## src/rtl/pong_pkg.sv

```systemverilog
// pong_pkg: shared screen geometry, timing constants and game state encoding for the Pong controller.
package pong_pkg;
  typedef logic [10:0] coord_t;
  localparam coord_t SCREEN_W     = 11'd640;
  localparam coord_t SCREEN_H     = 11'd480;
  localparam coord_t PADDLE_H     = 11'd50;
  localparam coord_t BALL_SIZE    = 11'd10;
  localparam coord_t PADDLE_STEP  = 11'd4;
  localparam coord_t BALL_SPEED   = 11'd2;
  localparam coord_t LEFT_FACE_X  = 11'd15;
  localparam coord_t RIGHT_FACE_X = 11'd620;
  localparam coord_t PADDLE_MAX   = SCREEN_H - PADDLE_H;
  localparam coord_t BALL_Y_MAX   = SCREEN_H - BALL_SIZE;
  localparam coord_t LEFT_X_HIT   = LEFT_FACE_X + 11'd1;
  localparam coord_t RIGHT_X_HIT  = RIGHT_FACE_X - BALL_SIZE;
  localparam logic [9:0] BALL_X0   = 10'd315;
  localparam logic [9:0] BALL_Y0   = 10'd235;
  localparam logic [9:0] PADDLE_Y0 = 10'd215;
  localparam logic [5:0] SERVE_LAST = 6'd59;
  localparam logic [3:0] WIN_SCORE  = 4'd9;
  typedef enum logic [2:0] {
    ST_IDLE      = 3'd0,
    ST_SERVE     = 3'd1,
    ST_PLAY      = 3'd2,
    ST_SCORED    = 3'd3,
    ST_GAME_OVER = 3'd4
  } game_state_t;
  function automatic logic [3:0] sat_inc(input logic [3:0] v);
    return (v == 4'hf) ? v : v + 4'd1;
  endfunction
endpackage

```

## src/rtl/pong_paddle_ctrl.sv

```systemverilog
// pong_paddle_ctrl: one paddle's vertical position, stepped once per enabled frame tick and clamped to the screen.
module pong_paddle_ctrl
  import pong_pkg::*;
(
  input  logic       clk,
  input  logic       rst_n,
  input  logic       i_tick,
  input  logic       i_en,
  input  logic       i_up,
  input  logic       i_dn,
  output logic [9:0] o_pos
);
  logic [9:0] r_pos;
  logic [9:0] w_nxt;
  logic [10:0] w_p;
  logic w_up;
  logic w_dn;
  assign w_p  = {1'b0, r_pos};
  assign w_up = i_tick & i_en & i_up & ~i_dn;
  assign w_dn = i_tick & i_en & i_dn & ~i_up;
  assign w_nxt = w_up ? ((w_p <= PADDLE_STEP) ? '0 : r_pos - PADDLE_STEP[9:0]) :
                 w_dn ? ((w_p + PADDLE_STEP >= PADDLE_MAX) ? PADDLE_MAX[9:0] : r_pos + PADDLE_STEP[9:0]) :
                 r_pos;
  always_ff @(posedge clk or negedge rst_n)
    if (!rst_n) r_pos <= PADDLE_Y0;
    else        r_pos <= w_nxt;
  assign o_pos = r_pos;
endmodule

```

## src/rtl/pong_game_ctrl.sv

```systemverilog
// pong_game_ctrl: frame-rate Pong game state: paddles, ball motion and collisions, scoring and serve/play/game-over sequencing.
module pong_game_ctrl
  import pong_pkg::*;
(
  input  logic       clk,
  input  logic       rst_n,
  input  logic       frame_tick,
  input  logic       start,
  input  logic       btn_l_up,
  input  logic       btn_l_dn,
  input  logic       btn_r_up,
  input  logic       btn_r_dn,
  output logic [9:0] paddle_left_pos,
  output logic [9:0] paddle_right_pos,
  output logic [9:0] ball_pos_x,
  output logic [9:0] ball_pos_y,
  output logic [3:0] score_left,
  output logic [3:0] score_right,
  output logic [2:0] game_state
);
  game_state_t r_state, w_state;
  logic [9:0] r_bx, r_by, w_bx, w_by;
  logic r_dx, r_dy, r_sdx, r_sdy, w_dx, w_dy, w_sdx, w_sdy;
  logic [5:0] r_cnt, w_cnt;
  logic [3:0] r_sl, r_sr, w_sl, w_sr;
  logic [9:0] w_pl, w_pr;
  logic [10:0] w_x, w_y, w_pl11, w_pr11;
  logic w_en, w_ovl_l, w_ovl_r;
  logic w_top, w_bot, w_hit_l, w_hit_r, w_miss_l, w_miss_r;
  logic [9:0] w_play_x, w_play_y;
  assign w_en = (r_state == ST_SERVE) || (r_state == ST_PLAY);
  pong_paddle_ctrl u_paddle_l (
    .clk   (clk),
    .rst_n (rst_n),
    .i_tick(frame_tick),
    .i_en  (w_en),
    .i_up  (btn_l_up),
    .i_dn  (btn_l_dn),
    .o_pos (w_pl)
  );
  pong_paddle_ctrl u_paddle_r (
    .clk   (clk),
    .rst_n (rst_n),
    .i_tick(frame_tick),
    .i_en  (w_en),
    .i_up  (btn_r_up),
    .i_dn  (btn_r_dn),
    .o_pos (w_pr)
  );
  // Collision tests see the paddles as they were before this tick's move.
  assign w_x    = {1'b0, r_bx};
  assign w_y    = {1'b0, r_by};
  assign w_pl11 = {1'b0, w_pl};
  assign w_pr11 = {1'b0, w_pr};
  assign w_ovl_l = (w_y + BALL_SIZE > w_pl11) && (w_y < w_pl11 + PADDLE_H);
  assign w_ovl_r = (w_y + BALL_SIZE > w_pr11) && (w_y < w_pr11 + PADDLE_H);
  assign w_top    = !r_dy && (w_y <= BALL_SPEED);
  assign w_bot    =  r_dy && (w_y + BALL_SIZE + BALL_SPEED >= SCREEN_H);
  assign w_hit_l  = !r_dx && (w_x <= LEFT_FACE_X + BALL_SPEED) && w_ovl_l;
  assign w_miss_l = !r_dx && (w_x <= BALL_SPEED) && !w_hit_l;
  assign w_hit_r  =  r_dx && (w_x + BALL_SIZE + BALL_SPEED >= RIGHT_FACE_X) && w_ovl_r;
  assign w_miss_r =  r_dx && (w_x + BALL_SIZE + BALL_SPEED >= SCREEN_W) && !w_hit_r;
  // A missed ball keeps its column so the renderer shows where it left play.
  assign w_play_x = w_hit_l ? LEFT_X_HIT[9:0] :
                    w_hit_r ? RIGHT_X_HIT[9:0] :
                    (w_miss_l || w_miss_r) ? r_bx :
                    r_dx ? r_bx + BALL_SPEED[9:0] : r_bx - BALL_SPEED[9:0];
  assign w_play_y = w_top ? '0 :
                    w_bot ? BALL_Y_MAX[9:0] :
                    r_dy ? r_by + BALL_SPEED[9:0] : r_by - BALL_SPEED[9:0];
  always_comb begin
    w_state = r_state;
    w_bx    = r_bx;
    w_by    = r_by;
    w_dx    = r_dx;
    w_dy    = r_dy;
    w_sdx   = r_sdx;
    w_sdy   = r_sdy;
    w_cnt   = r_cnt;
    w_sl    = r_sl;
    w_sr    = r_sr;
    case (r_state)
      ST_IDLE:
        if (start) begin
          w_state = ST_SERVE;
          w_cnt   = '0;
        end
      ST_SERVE:
        if (frame_tick) begin
          if (r_cnt == SERVE_LAST) begin
            w_state = ST_PLAY;
            w_dx    = r_sdx;
            w_dy    = r_sdy;
            w_sdy   = ~r_sdy;
          end else begin
            w_cnt = r_cnt + 6'd1;
          end
        end
      ST_PLAY:
        if (frame_tick) begin
          w_bx = w_play_x;
          w_by = w_play_y;
          w_dx = w_hit_l | (r_dx & ~w_hit_r);
          w_dy = w_top | (r_dy & ~w_bot);
          if (w_miss_l) begin
            w_sr    = sat_inc(r_sr);
            w_sdx   = 1'b0;
            w_state = ST_SCORED;
          end
          if (w_miss_r) begin
            w_sl    = sat_inc(r_sl);
            w_sdx   = 1'b1;
            w_state = ST_SCORED;
          end
        end
      ST_SCORED:
        if (frame_tick) begin
          if (r_sl == WIN_SCORE || r_sr == WIN_SCORE) begin
            w_state = ST_GAME_OVER;
          end else begin
            w_state = ST_SERVE;
            w_bx    = BALL_X0;
            w_by    = BALL_Y0;
            w_cnt   = '0;
          end
        end
      ST_GAME_OVER:
        if (start) begin
          w_state = ST_SERVE;
          w_sl    = '0;
          w_sr    = '0;
          w_bx    = BALL_X0;
          w_by    = BALL_Y0;
          w_cnt   = '0;
        end
      default: w_state = ST_IDLE;
    endcase
  end
  always_ff @(posedge clk or negedge rst_n)
    if (!rst_n) begin
      r_state <= ST_IDLE;
      r_bx    <= BALL_X0;
      r_by    <= BALL_Y0;
      r_dx    <= 1'b1;
      r_dy    <= 1'b1;
      r_sdx   <= 1'b1;
      r_sdy   <= 1'b1;
      r_cnt   <= '0;
      r_sl    <= '0;
      r_sr    <= '0;
    end else begin
      r_state <= w_state;
      r_bx    <= w_bx;
      r_by    <= w_by;
      r_dx    <= w_dx;
      r_dy    <= w_dy;
      r_sdx   <= w_sdx;
      r_sdy   <= w_sdy;
      r_cnt   <= w_cnt;
      r_sl    <= w_sl;
      r_sr    <= w_sr;
    end
  assign paddle_left_pos  = w_pl;
  assign paddle_right_pos = w_pr;
  assign ball_pos_x       = r_bx;
  assign ball_pos_y       = r_by;
  assign score_left       = r_sl;
  assign score_right      = r_sr;
  assign game_state       = r_state;
endmodule

```

## config.mk

```make
export PLATFORM = sky130hd
export DESIGN_NAME = pong_game_ctrl
export DESIGN_NICKNAME = d
export VERILOG_FILES = /design/src/rtl/pong_pkg.sv /design/src/rtl/pong_paddle_ctrl.sv /design/src/rtl/pong_game_ctrl.sv
export SDC_FILE = /design/constraint.sdc
export NUM_CORES = 1
export LEC_CHECK = 0
export ABC_AREA = 1
export BUFFER_PORTS_ARGS = -buffer_cell sky130_fd_sc_hd__buf_2
export CAP_MARGIN = 0
export CORE_MARGIN = 2
export CORE_UTILIZATION = 32
export DETAILED_ROUTE_END_ITERATION = 10
export SLEW_MARGIN = 20
export SYNTH_ARGS = -nofsm -noshare
export SYNTH_HDL_FRONTEND = slang
export SYNTH_SLANG_ARGS = --single-unit
```

## constraint.sdc

```tcl
create_clock -name clk -period 3.8 [get_ports clk]
set_clock_uncertainty 0.15 [all_clocks]
set_input_delay 0.19 -clock clk [delete_from_list [all_inputs] [get_ports clk]]
set_output_delay 0.19 -clock clk [all_outputs]
set_load 0.02 [all_outputs]
```

==> impl_metrics.toml, run 1 <==
[run_status]
status = "finished, final reports clean"

[synth]
seq_area_frac_synth_pct = 24.65
synth_edf_count = 0
synth_area_um2 = 6334
synth_compound_area_share_pct = 12.88
synth_top_cell_area_share_pct = 13.81
synthMuxAreaShare_pct = 0
yosys.area_share.simple_pct = 35.89
ys_ff_latch = 61
synth_cell_types = 51
synth_top_family_by_area = "simple AND/OR/NAND/NOR gates"
yosysWarnings = 0
synthCells = 925
synth_top_area_cell = "nand2_1"
synth_fp_nets = 997
synthTopCellsByArea = "nand2_1 14%, dfrtp_1 13%, ha_1 13%"
ys_async_sr_fraction_pct = 100.0
ys.flop_type = "dfrtp_1"
synth_xor_area_share_pct = 5.670
syn_avg_cell_area_um2 = 6.847
synthAdderAreaFrac_pct = 12.64

[worst_setup_path]
cp.required_ns = 3.92
reg2reg_from = "u_paddle_r.o_pos[2]"
rr_worst_depth = 19
endpoint_kind = "flop"
crit_end = "ball_pos_x[0]"
timing.rr.end = "ball_pos_x[0]"
crit_fanout = 10
r2r_slack_ns = 0.51
cp-start-kind = "flop"
crit_arrival_ns = 3.41
crit_type = "flop to flop"
startpoint = "u_paddle_r.o_pos[2]"

[grt]
grt_max_degree = 44
first_global_vias = 5868
grt_pass1_wl_mm = 29.39
antenna_found_initial = 0
grt_use_total_pct = 17.67
overflow = 0

[floorplan]
dieWidth_um = 144.7
die-area_um2 = 20930
start_util_pct = 32.54
core_area_um2 = 19460
die_h_um = 144.7
row_count = 51
ios = 59

[hold_path]
min_path_type = "primary input to flop"
min_from = "frame_tick"

[timing]
slew_headroom_pct = 41.70
hold_viol_final = 0
finalMaxSlewViolations = 0
worst-slew-pin-transition_ns = 0.8713
max_freq_mhz = 303.6
rsz0062_at_grt = "no"
post-route-period-util_pct = 86.69
tns_ns = 0
setup-violations-final = 0
layout_setup_ws_ns = 0.5058
fin_crit_ns = 3.294

[detailed_routing]
route.antenna.remaining_nets = 0
drc = 0
first_iter_violations = 394
drt_first_pass_iters = 5
vias_per_cell = 4.950
num_vias = 6187
wl_mm = 17.67
routedWlPerCell_um = 14.13

[clock_network]
htreeDepth = 3
cts_root_buf = "clkbuf_16"
clkLatencyLatePin_ns = 0.34
cts.repair.resized = 0
cts.sinks = 61
cts_tree = "done"
clock_path_buffers = 2
cts_setup_buffers = 0
cts_buffers = 9
clk_pin_slew_ns = 0.06
cts_hold_buffers = 1

[place]
hpwl_mm = 13.79
gp_congestion = 0.8968
place_area_um2 = 6863
port_buffers = 58
pre_cts_ws_ns = 0.5296

[finish]
final_area_um2 = 7168
layout-drive-gt1-share_pct = 17.87
n_antenna_cell = 0
layout_commonest_cell = "nand2_1"
layout_common_cells = "233 x nand2_1, 92 x inv_1, 89 x nor2_1"
nets = 1052
syn_to_final_growth_pct = 13.18

[power_and_ir_drop]
total_power_mw = 6.740
peakVddDrop_mv = 0.5590
p_int_mw = 3.064
p_leak_nw = 3.571
sw_frac_of_total_pct = 54.54
seqPwrFrac_pct = 23.4
powerDensity_nw_per_um2 = 940.3
power_frac_comb_pct = 64.3
p_switching_mw = 3.676
clockPowerShare_pct = 12.3

[flow_run]
max_cap_violations = 0
-- worst max-delay path, stage by stage, from the launching register on --
cell     delay [ns]
dfstp_2        0.65
ha_1           0.27
nand2_1        0.13
nand2_1        0.12
xor2_1         0.17
ha_1           0.26
nand2_1        0.08
inv_1          0.04
a21oi_1        0.13
nand2_1        0.06
nand2_1        0.06
nand2_1        0.04
nor2_1         0.15
nand2_1        0.10
nor2_1         0.36
inv_2          0.13
nand2_1        0.09
nand3_1        0.08
nand2_1        0.08
nand2_1        0.05
-- routing by layer --
metal,routed length [um],vias up,track usage (%)
li1,-,3183,-
met1,8539,2848,23.93
met2,8125,143,29.31
met3,805,13,2.534
met4,198,0,5.212
met5,0,-,0
-- worst min path at each step --
stage                     endpoint  depth (start not counted)
5_1_grt                      r_sdy                          3
3_3_place_gp   u_paddle_r.o_pos[5]                          1
2_1_floorplan        ball_pos_x[2]                          0
3_5_place_dp   u_paddle_r.o_pos[5]                          1
4_1_cts                      r_sdy                          3
6_report                     r_sdy                          3
-- cells in the mapped netlist, types with 7 or more instances --
library cell / instances
a21oi_1: 38
o21ai_2: 8
dfrtp_1: 33
nor2_2: 7
nand4_1: 21
or2_2: 10
nand3_1: 79
o21ai_0: 50
nand2_2: 13
o211ai_1: 7
xor2_1: 37
inv_1: 92
nand2_1: 233
nor2_1: 89
o21ai_1: 7
dfstp_2: 28
nor3_1: 11
ha_1: 64
inv_2: 15
-- layout make-up --
| cell class | count | area, um^2 |
|---|---|---|
| clock buffers | 10 | 229.0 |
| clock inverters | 6 | 63.81 |
| fillers | 2115 | 12290 |
| inverters | 112 | 422.9 |
| multi-input cells | 736 | 4249 |
| flip-flops and latches | 61 | 1562 |
| well taps | 265 | 331.6 |
| repair buffers | 60 | 310.3 |
-- power groups by stage --
stage | clock network [mW] | logic, mW | registers (mW)
after floorplan | 0 | 3.18 | 1.60
after global placement | 0 | 4.28 | 1.58
after detailed placement | 0 | 4.30 | 1.58
after CTS | 0.848 | 4.33 | 1.58
after global routing | 0.873 | 4.99 | 1.64
final | 0.828 | 4.33 | 1.58
-- metrics by stage --
stage	util (%)	hold WS, ns	instances
6_report	36.83	0.05981	1250
5_1_grt	36.83	0.09028	1250
4_1_cts	36.82	0.05528	1250
3_5_place_dp	35.26	0.2943	1233
3_3_place_gp	35.26	0.2779	1233
2_1_floorplan	-	-0.2556	925
-- state kept, by name (all words and copies together), names as in the netlist --
name and flops:
ball_pos_x 10, ball_pos_y 10, u_paddle_l.o_pos 10, u_paddle_r.o_pos 10
r_cnt 6, score_left 4, score_right 4, game_state 3
r_dx 1, r_dy 1, r_sdx 1, r_sdy 1
-- logic make-up after synthesis --
family | Yosys count
AO/OA/AOI/OAI | 139
XOR/XNOR | 41
adder cells (fa/ha/maj) | 64
buffers and inverters | 128
flip-flops | 61
AND/OR/NAND/NOR | 492
No activity file was read; power rests on OpenSTA's default activity.
==> inputs of run 2 (changes only) <==
--- a/config.mk
+++ b/config.mk
@@ -10,6 +10,7 @@
 export CAP_MARGIN = 0
 export CORE_MARGIN = 2
 export CORE_UTILIZATION = 32
+export CTS_BUF_LIST = sky130_fd_sc_hd__clkbuf_4 sky130_fd_sc_hd__clkbuf_8 sky130_fd_sc_hd__clkbuf_16
 export DETAILED_ROUTE_END_ITERATION = 10
 export SLEW_MARGIN = 20
 export SYNTH_ARGS = -nofsm -noshare
==> run 2 against run 1 <==
  * Non-clock buffer count unchanged
  * Critical endpoint unchanged
  * Fmax down 0.12%
  * Utilization about the same
  * Cell count unchanged
  * Combinational power about the same
  * Power about the same
  * Register-to-register slack about the same
==> impl_metrics.toml, run 2 (same netlist as run 1, synthesis figures left out) <==
[grt]
gr-usage-met1_pct = 23.91
antenna_found_initial = 0
grt_max_degree = 44
grt_pass1_wl_mm = 29.37
grt_use_total_pct = 17.67
first_global_vias = 5866
busiest_layer = "met2"
use_met3_pct = 2.534
use_met2_pct = 29.31
overflow = 0

[power_and_ir_drop]
power_frac_comb_pct = 64.2
peakVddDrop_mv = 0.5579
powerDensity_nw_per_um2 = 940.2
p_leak_nw = 3.575
p_switching_mw = 3.673
total_power_mw = 6.743
p_int_mw = 3.071
seqPwrFrac_pct = 23.4
sw_frac_of_total_pct = 54.46
clockPowerShare_pct = 12.4

[clock_network]
clock_path_buffers = 2
cts_buffers = 9
clk_pin_slew_ns = 0.06
clkLatencyLatePin_ns = 0.34
htreeDepth = 3
cts.repair.resized = 0
cts_root_buf = "clkbuf_16"
cts_tree = "done"
cts.sinks = 61

[timing]
finalMaxSlewViolations = 0
setup-violations-final = 0
worst-slew-pin-transition_ns = 0.8666
slew_headroom_pct = 42.02
rsz0062_at_grt = "no"
post-route-period-util_pct = 86.79
max_freq_mhz = 303.2
fin_crit_ns = 3.298
hold_viol_final = 0
tns_ns = 0

[floorplan]
start_util_pct = 32.54
core_area_um2 = 19460
dieWidth_um = 144.7
row_count = 51
ios = 59
die_h_um = 144.7
die-area_um2 = 20930

[place]
hpwl_mm = 13.79
port_buffers = 58
gp_congestion = 0.8968

[detailed_routing]
vias_per_cell = 4.920
num_vias = 6150
drc = 0
first_iter_violations = 392
drt_first_pass_iters = 5
route.antenna.remaining_nets = 0
routedWlPerCell_um = 14.10
wl_mm = 17.63

[worst_setup_path]
crit_buf_inv = 2
crit_arrival_ns = 3.41
cp-start-kind = "flop"
crit_family = "simple AND/OR/NAND/NOR gates"
cp_common_cell = "nand2_1"
crit_fanout = 10
cp_cell_sequence = "ha_1 -> nand2_1 -> nand2_1 -> xor2_1 -> ha_1 -> nand2_1 -> inv_1 -> a21oi_1 -> nand2_1 -> nand2_1 -> nand2_1 -> nor2_1 -> nand2_1 -> nor2_1 -> inv_2 -> nand2_1 -> nand3_1 -> nand2_1 -> nand2_1"
cpPeakStageDelay_ns = 0.65
crit_type = "flop to flop"
endpoint_kind = "flop"
cpMaxStageDelayCell = "dfstp_2"
r2r_slack_ns = 0.50
cp.required_ns = 3.91

[finish]
fill_cells = 2114
ff_latch_area_um2 = 1562
n_antenna_cell = 0
layout-drive-gt1-share_pct = 17.97
layout_commonest_cell = "nand2_1"
nets = 1052
multi_input_area_um2 = 4249
layout_common_cells = "233 x nand2_1, 92 x inv_1, 89 x nor2_1"
syn_to_final_growth_pct = 13.24

[run_status]
status = "finished, final reports clean"

[hold_path]
min_path_type = "primary input to flop"

[flow_run]
max_cap_violations = 0
==> run 2: metal layers <==
metal | share of wire [%] | vias up
li1 | - | 3179
met1 | 49 | 2815
met2 | 46 | 145
met3 | 4.1 | 11
met4 | 1.0 | 0
met5 | 0 | -
==> run 2: metrics by stage <==
| step | hold WS, ns | area, um^2 | instances | setup slack [ns] | util, % |
|---|---|---|---|---|---|
| 2_1_floorplan | -0.2556 | 6334 | 925 | 0.8678 | - |
| 3_3_place_gp | 0.2779 | 6863 | 1233 | 0.5252 | 35.26 |
| 3_5_place_dp | 0.2943 | 6863 | 1233 | 0.5296 | 35.26 |
| 4_1_cts | 0.05528 | 7169 | 1250 | 0.5055 | 36.84 |
| 5_1_grt | 0.09028 | 7172 | 1250 | 0.1216 | 36.85 |
| 6_report | 0.06294 | 7172 | 1250 | 0.5018 | 36.85 |
==> run 2: power groups by stage <==
stage               combinational [mW]  sequential, mW  clock (mW)
floorplan                         3.18            1.60           0
CTS                               4.33            1.58       0.854
global route                      4.99            1.64       0.879
global placement                  4.28            1.58           0
finish                            4.33            1.58       0.833
detailed placement                4.30            1.58           0
==> run 2: path summary, 6_finish.rpt <==
path / from / end / depth (start not counted)
worst max-delay path: u_paddle_r.o_pos[2] / ball_pos_x[0] / 19
worst min-delay path: frame_tick / r_sdy / 3
worst max register to register: u_paddle_r.o_pos[2] / ball_pos_x[0] / 19
worst min register to register: r_sdx / r_sdx / 2
max in group asynchronous: rst_n / ball_pos_x[3] / 3
min in group asynchronous: rst_n / u_paddle_r.o_pos[5] / 2
==> run 2: area by class of cell <==
class                           instances  area share [%]
Clock buffer                           10           3.245
Multi-Input combinational cell        736           59.25
Inverter                              112           5.897
Tap cell                              265           4.623
Clock inverter                          6          0.8897
Sequential cell                        61           21.77
Timing Repair Buffer                   60           4.327
==> run 2: worst register-to-register path, cell delays in order, from the launching register on <==
cell and delay [ns]:
dfstp_2 0.65, ha_1 0.27, nand2_1 0.13, nand2_1 0.12, xor2_1 0.17, ha_1 0.26, nand2_1 0.08, inv_1 0.04
a21oi_1 0.13, nand2_1 0.06, nand2_1 0.06, nand2_1 0.04, nor2_1 0.16, nand2_1 0.11, nor2_1 0.36, inv_2 0.13
nand2_1 0.09, nand3_1 0.08, nand2_1 0.08, nand2_1 0.05
==> run 2: timing repair <==
| item | in CTS | in global routing |
|---|---|---|
| hold endpoints to repair | 27 | 0 |
| setup buffers | 0 | 0 |
| hold buffers | 1 | 0 |
